==> src/rtl/color_block_array.sv <==
// color_block_array: NUM_BLOCKS independent colour tiles that spin through a
// generated palette on an internal prescaled tick and stop on request.
// Each channel runs its own IDLE/SPIN/STOPPING/LOCKED state machine; the
// per-channel states are gathered in ch_state for observation.
// Optional feature: define COLOR_BLOCK_DIR_EN to add the per-tile `dir` input
// (1 = count down, 0 = count up). Without it every tile counts up.
//
// Handshake: start and stop[c] are single-cycle pulses sampled on every
// rising edge with no acknowledge; start has priority over stop.
module color_block_array #(
    parameter int         NUM_BLOCKS   = 3,
    parameter int         PAL_DEPTH    = 8,
    parameter logic [7:0] COLOR_STEP   = 8'h25,
    parameter int         START_STRIDE = 1,
    parameter int         TICK_DIV     = 25_000_000,
    parameter int         STOP_TICKS   = 2
) (
    input  logic                    clk,
    input  logic                    rst_n,
    input  logic                    start,
    input  logic [NUM_BLOCKS-1:0]   stop,
`ifdef COLOR_BLOCK_DIR_EN
    input  logic [NUM_BLOCKS-1:0]   dir,
`endif
    output logic [8*NUM_BLOCKS-1:0] color,
    output logic [NUM_BLOCKS-1:0]   locked,
    output logic                    all_locked,
    output logic                    match
);

    localparam int IW = (PAL_DEPTH > 1) ? $clog2(PAL_DEPTH) : 1;
    localparam int CW = (TICK_DIV > 1) ? $clog2(TICK_DIV) : 1;
    localparam int RW = (STOP_TICKS > 0) ? $clog2(STOP_TICKS + 1) : 1;

    localparam logic [CW-1:0] CNT_MAX = CW'(TICK_DIV - 1);
    localparam logic [IW-1:0] IDX_MAX = IW'(PAL_DEPTH - 1);

    typedef enum logic [1:0] {
        IDLE     = 2'd0,
        SPIN     = 2'd1,
        STOPPING = 2'd2,
        LOCKED   = 2'd3
    } state_t;

    state_t [NUM_BLOCKS-1:0] ch_state;

    logic [CW-1:0]         cnt;
    logic                  tick;
    logic [NUM_BLOCKS-1:0] dir_eff;
    logic                  colors_equal;

`ifdef COLOR_BLOCK_DIR_EN
    assign dir_eff = dir;
`else
    assign dir_eff = '0;
`endif

    // Free-running prescaler; tick marks the last cycle of each period.
    always_ff @(posedge clk) begin
        if (!rst_n) begin
            cnt <= '0;
        end else if (cnt == CNT_MAX) begin
            cnt <= '0;
        end else begin
            cnt <= cnt + CW'(1);
        end
    end

    assign tick = (cnt == CNT_MAX);

    for (genvar c = 0; c < NUM_BLOCKS; c++) begin : g_ch
        localparam logic [IW-1:0] RST_IDX = IW'((c * START_STRIDE) % PAL_DEPTH);

        state_t        state_q, state_d;
        logic [IW-1:0] idx_q, idx_d, idx_step;
        logic [RW-1:0] rem_q, rem_d;

        // Neighbouring palette index in the selected direction, with wrap.
        always_comb begin
            idx_step = idx_q;
            if (dir_eff[c]) begin
                idx_step = (idx_q == '0) ? IDX_MAX : idx_q - IW'(1);
            end else begin
                idx_step = (idx_q == IDX_MAX) ? '0 : idx_q + IW'(1);
            end
        end

        // Channel state, index and countdown registers.
        always_ff @(posedge clk) begin
            if (!rst_n) begin
                state_q <= IDLE;
                idx_q   <= RST_IDX;
                rem_q   <= '0;
            end else begin
                state_q <= state_d;
                idx_q   <= idx_d;
                rem_q   <= rem_d;
            end
        end

        // Next-state logic; start overrides everything and drops a pending stop.
        always_comb begin
            state_d = state_q;
            idx_d   = idx_q;
            rem_d   = rem_q;
            if (start) begin
                state_d = SPIN;
                rem_d   = '0;
                // A tile already spinning still takes a coincident tick.
                if (tick && (state_q == SPIN || state_q == STOPPING)) begin
                    idx_d = idx_step;
                end
            end else begin
                unique case (state_q)
                    IDLE: begin
                    end
                    SPIN: begin
                        if (stop[c] && STOP_TICKS == 0) begin
                            state_d = LOCKED;
                        end else begin
                            if (tick) begin
                                idx_d = idx_step;
                            end
                            if (stop[c]) begin
                                state_d = STOPPING;
                                rem_d   = RW'(STOP_TICKS);
                            end
                        end
                    end
                    STOPPING: begin
                        if (tick) begin
                            idx_d = idx_step;
                            rem_d = rem_q - RW'(1);
                            if (rem_q == RW'(1)) begin
                                state_d = LOCKED;
                            end
                        end
                    end
                    LOCKED: begin
                    end
                    default: begin
                        state_d = IDLE;
                    end
                endcase
            end
        end

        assign ch_state[c]      = state_q;
        assign locked[c]        = (ch_state[c] == LOCKED);
        // 8-bit truncated product is exactly (idx * COLOR_STEP) mod 256.
        assign color[8*c +: 8]  = 8'(idx_q) * COLOR_STEP;
    end

    assign all_locked = &locked;

    // Compare every tile colour against tile 0.
    always_comb begin
        colors_equal = 1'b1;
        for (int i = 1; i < NUM_BLOCKS; i++) begin
            if (color[8*i +: 8] != color[7:0]) begin
                colors_equal = 1'b0;
            end
        end
    end

    // Registered match flag, cleared by start on the same edge.
    always_ff @(posedge clk) begin
        if (!rst_n) begin
            match <= 1'b0;
        end else if (start) begin
            match <= 1'b0;
        end else begin
            match <= all_locked && colors_equal;
        end
    end

endmodule

==> config.mk <==
export PLATFORM = sky130hd
export DESIGN_NAME = color_block_array
export DESIGN_NICKNAME = d
export VERILOG_FILES = /design/src/rtl/color_block_array.sv
export SDC_FILE = /design/constraint.sdc
export NUM_CORES = 1
export LEC_CHECK = 0
export ABC_AREA = 1
export ABC_CLOCK_PERIOD_IN_PS = 3350
export BUFFER_PORTS_ARGS = -buffer_cell sky130_fd_sc_hd__buf_2
export CAP_MARGIN = 10
export CORE_UTILIZATION = 55
export DETAILED_ROUTE_END_ITERATION = 12
export HOLD_SLACK_MARGIN = 0.05
export PLACE_DENSITY = 0.8
export SLEW_MARGIN = 25
export SYNTH_ARGS = -nofsm -noshare
export SYNTH_HDL_FRONTEND = slang
export SYNTH_SLANG_ARGS = --single-unit
==> constraint.sdc <==
create_clock -name clk -period 3.35 [get_ports clk]
set_clock_uncertainty 0.2 [all_clocks]
set_input_delay 0.67 -clock clk [delete_from_list [all_inputs] [get_ports clk]]
set_output_delay 0.67 -clock clk [all_outputs]
set_load 0.03 [all_outputs]
---- Word level (Yosys, flattened, before mapping) ----
Index checks and enable logic that the tools add are counted.
word-level totals
  input bits .............................. 6
  flip-flop bits (word level) ............. 47
cells by class
  bitwise gates (word level) .............. 1
  $mul .................................... 3
  add/sub/neg operators ................... 7
  reduce and logical (&&, ||, !) cells .... 35
  mux-type cells .......................... 38
  equal/unequal tests ..................... 39
operator list
  cell                   number
  $mux 3                 15
  $add 25x1->25 const B  1
  $eq 25x25->1 const B   1
  $mul 3x6->8 const B    3
  $mux 2                 12
  $pmux 2 s2             6
  $reduce_and 4->1       6
  $reduce_and 3->1       7
  $ne 3x3->1 const B     6
  $ne 8x8->1             2
  $reduce_bool 2->1      7
  $eq 2x1->1 const B     6
  $eq 2x2->1 const B     6
  $ne 2x1->1 const B     6
  $ne 2x2->1 const B     6
  $reduce_or 2->1        5
  $add 3x1->3 const B    3
  $eq 3x3->1 const B     3
  $ne 3x2->1 const B     3
  $reduce_bool 3->1      3
  $sub 2x1->2 const B    3
  $mux 1                 5
  $logic_and 1x1->1      4
  $logic_or 1x1->1       3
  $not 1->1              1

---- Depth between registers and ports, before layout ----
  depth in word-level cells ............... 5
  depth in mapped cells ................... 11

---- Least setup slack after synthesis ----
Ideal clock, no wire load.
  path kind ............................... flip-flop to output port
  start ................................... register g_ch[0].idx_q[0]
  end ..................................... output color[5]
  data arrival time ....................... 1.501 ns
  setup slack ............................. 0.979 ns
  stages on the path, launching flop included .. 5
  path buffers ............................ 0
  path through ............................ dfxtp_1 -> ha_1 -> ha_1 -> ha_1 -> xor2_1
between the ends
  word-level cells in the longest chain between the ends .. 1
ends and longest elaborated chain
  item                    RTL line  RTL
  start, declared         75        logic [IW-1:0] idx_q, idx_d, idx_step;
  start signal, assigned  96        idx_q <= idx_d;
  $mul 3x6->8             151       assign color[8*c +: 8] = 8'(idx_q) * COLOR_STEP;
  end, declared           25        output logic [8*NUM_BLOCKS-1:0] color,
Every way passes these cells.

---- Worst setup path after layout ----
  start ................................... register g_ch[2].idx_q[0]
  end ..................................... output color[23]
between the ends
  word-level cells in the longest chain between the ends .. 1
ends and longest elaborated chain
  item                    RTL line
  start, declared         75
  start signal, assigned  96
  $mul 3x6->8             151
Every way passes these cells.

==> run_results.csv <==
group,metric,value,unit
outcome,status,"completed",
sta,worst_pin_slew,0.4381,ns
finish,fillers,485,
drt,vias,2775,
floorplanning,dieArea,5925,um^2
power,leakage,1.578,nW
setup_path,path_depth,7,
finish,drive_gt1_share,15.68,%
synthesis,synth-edff-count,0,
synthesis,avgSynthCellArea,7.043,um^2
cts,insertion_delay,0.30,ns
floorplanning,core,5270,um^2
global_routing,grt_use_met1,28.76,%
sta,period_share,83.79,%
synthesis,yosys.cell_types.count,38,
global_routing,antenna_found_initial,0,
run,drv_cap,0,
global_routing,grt_pass1_vias,2589,
cts,clk_pin_slew,0.08,ns
setup_path,crit_end,"color[23]",
synthesis,synthTopCellsByCount,"nand2_1, nor2_1, inv_1, dfxtp_1, ha_1",
worst_hold_path,hold_start,"cnt[0]",
global_routing,met2_usage,40.89,%
sta,max_slew_margin,70.79,%
global_routing,grt_overflow,0,
synthesis,synthTopCellsByArea,"dfxtp_1, ha_1, nand2_1, nor2_1, inv_1",
setup_path,r2r_cells,10,
synthesis,synth_area_leader_cell,"dfxtp_1",
setup_path,critPathTopFamily,"adder cells",
setup_path,crit_type,"flip-flop to output port",
synthesis,synth-warning-count,0,
placed_design,dp.cells,534,
sta,setup_viol,0,
setup_path,cp_common_cell,"ha_1",
floorplanning,die_x,76.98,um
synthesis,synth.most_common_cell,"nand2_1",
global_routing,groute.layer.met3.usage,3.810,%
setup_path,worstPathRequired,2.48,ns
global_routing,grt_usage,23.25,%
cts,cts_buffer_depth,2,
floorplanning,pin_count,35,
synthesis,synth_top_cell_area_share,30.43,%
placed_design,place.gp.congestion,0.8550,
sta,drv_slew,0,
floorplanning,die_y,76.98,um
sta,finalHoldViolCount,0,
synthesis,synth_async_sr_flop_share,0,%
global_routing,busiest_layer,"met2",
cts,post_cts.repair.setup_buffers,0,
setup_path,reg2reg_slack,1.27,ns
drt,postRouteAntennaNets,0,
setup_path,reg2reg_from,"g_ch[2].idx_q[0]",
floorplanning,num_rows,26,
setup_path,max_stage_delay,0.39,ns
setup_path,worstPathMaxFanout,8,
finish,utilization,63.94,%
placed_design,io_buffers,34,
cts,cts_tree,"built",
setup_path,arrival,1.94,ns
sta,rsz0062_at_grt,"no",
synthesis,synth_fp_nets,476,
synthesis,synthCells,439,
setup_path,crit_path_end_kind,"output port",
synthesis,synth_ff_type,"dfxtp_1",
synthesis,syn_area,3092,um^2
setup_path,start_kind,"flip-flop",
drt,routedWlPerCell,11.87,um
cts,clock_sinks,47,
setup_path,r2r-end,"match",
drt,wirelength,6.436,mm
drt,detail_route.first_pass.iterations,4,
global_routing,grt_max_degree,26,
cts,h-tree-depth,2,
cts,cts_resized,0,
power,total_power,993.6,uW
cts,cts-root-buf,"clkbuf_8",
finish,area_growth,8.984,%
setup_path,crit_chain,"ha_1 > ha_1 > ha_1 > nand2_1 > xor2_1 > inv_1 > buf_2",
setup_path,crit_path_start,"g_ch[2].idx_q[0]",
synthesis,synth_seq_area_share,30.43,%
worst_hold_path,hold_class,"flip-flop to flip-flop",
sta,fmax,356.3,MHz
finish,num_antenna_cells,0,
placed_design,place_hpwl,4.957,mm
finish,final_nets,508,
setup_path,critPathBufInv,2,
floorplanning,start_util,58.67,%
power,ir_drop,274.2,uV
cts,hold_buffers,0,
sta,tns,0,ns
sta,period_needed,2.807,ns
setup_path,crit_slowest_cell,"dfxtp_1",
power,powerDensity,294.9,nW/um^2
cts,cts-buffers-inserted,5,
drt,routed_via_density,5.120,
global_routing,grt_pass1_wl,11.29,mm
synthesis,synth-seq-cells,47,
finish,fin_cells,542,
drt,drtIter0Drc,160,
drt,drc,0,
==> per-stage QoR <==
step	hold slack, ns	area, um^2	worst slack, ns
CTS	0.2578	3369	0.5174
finish	0.2577	3369	0.5432
global route	0.3011	3369	0.4145
detailed placement	0.2372	3284	0.8634
global placement	0.2299	3284	1.002
floorplan	0.2175	3092	0.9790
==> sequential cells by signal, summed over array words and instances, names as in the netlist <==
signal and flops:
cnt 25, g_ch.state_q 6, match 1, g_ch.idx_q 9, g_ch.rem_q 6
==> worst register-to-register path, delay by kind of cell, from the launching register on <==
kind,cells,cell delay [ns]
simple gates,3,0.19
xor+xnor,1,0.23
buf+inv,2,0.15
compound gates,1,0.16
flops,1,0.39
fa+ha+maj,3,0.66
==> worst min-delay path by stage <==
stage | end | slack (ns) | cells past startpoint
2_1_floorplan | cnt[0] | 0.22 | 1
3_3_place_gp | cnt[0] | 0.23 | 1
3_5_place_dp | cnt[0] | 0.24 | 1
4_1_cts | cnt[0] | 0.26 | 1
5_1_grt | cnt[0] | 0.30 | 1
6_report | cnt[0] | 0.26 | 1
==> cell usage in the layout (no fill, tap or decap), drive strengths merged, types with 7 or more instances in the layout <==
master    n
inv      63
nand3    21
a21oi    22
xor2     10
nand2   107
o21ai     9
ha       31
dfxtp    47
buf      34
nand4     7
nor3     13
nor2     70
==> where the power goes <==
part,switching [mW],internal [mW]
registers,0.00778,0.569
clock network,0.196,0.146
logic,0.0498,0.0247
==> metal layers <==
metal	vias up	part of all wire, %
met5	-	0
met3	9	4.6
li1	1457	-
met2	71	45
met1	1238	49
met4	0	1.2
==> layout make-up <==
class	instances	area [um^2]	area share (%)
Clock buffer	6	72.57	2.154
Clock inverter	2	12.51	0.3713
Inverter	64	247.7	7.352
Multi-Input combinational cell	319	1838	54.55
Sequential cell	47	940.9	27.92
Tap cell	70	87.58	2.599
Timing Repair Buffer	34	170.2	5.050
==> logic make-up (layout without fill, tap and decap cells) <==
logic type	after synthesis	in the layout	synth area share, %
AOI/OAI and AO/OA	40	40	7.164
and+or+nand+nor	234	234	35.77
DFF	47	47	30.43
xor gates and xnor gates	14	14	3.966
adders and majority gates	31	31	12.55
buffers and inverters	73	106	10.12
No activity file was read; power rests on OpenSTA's default activity.
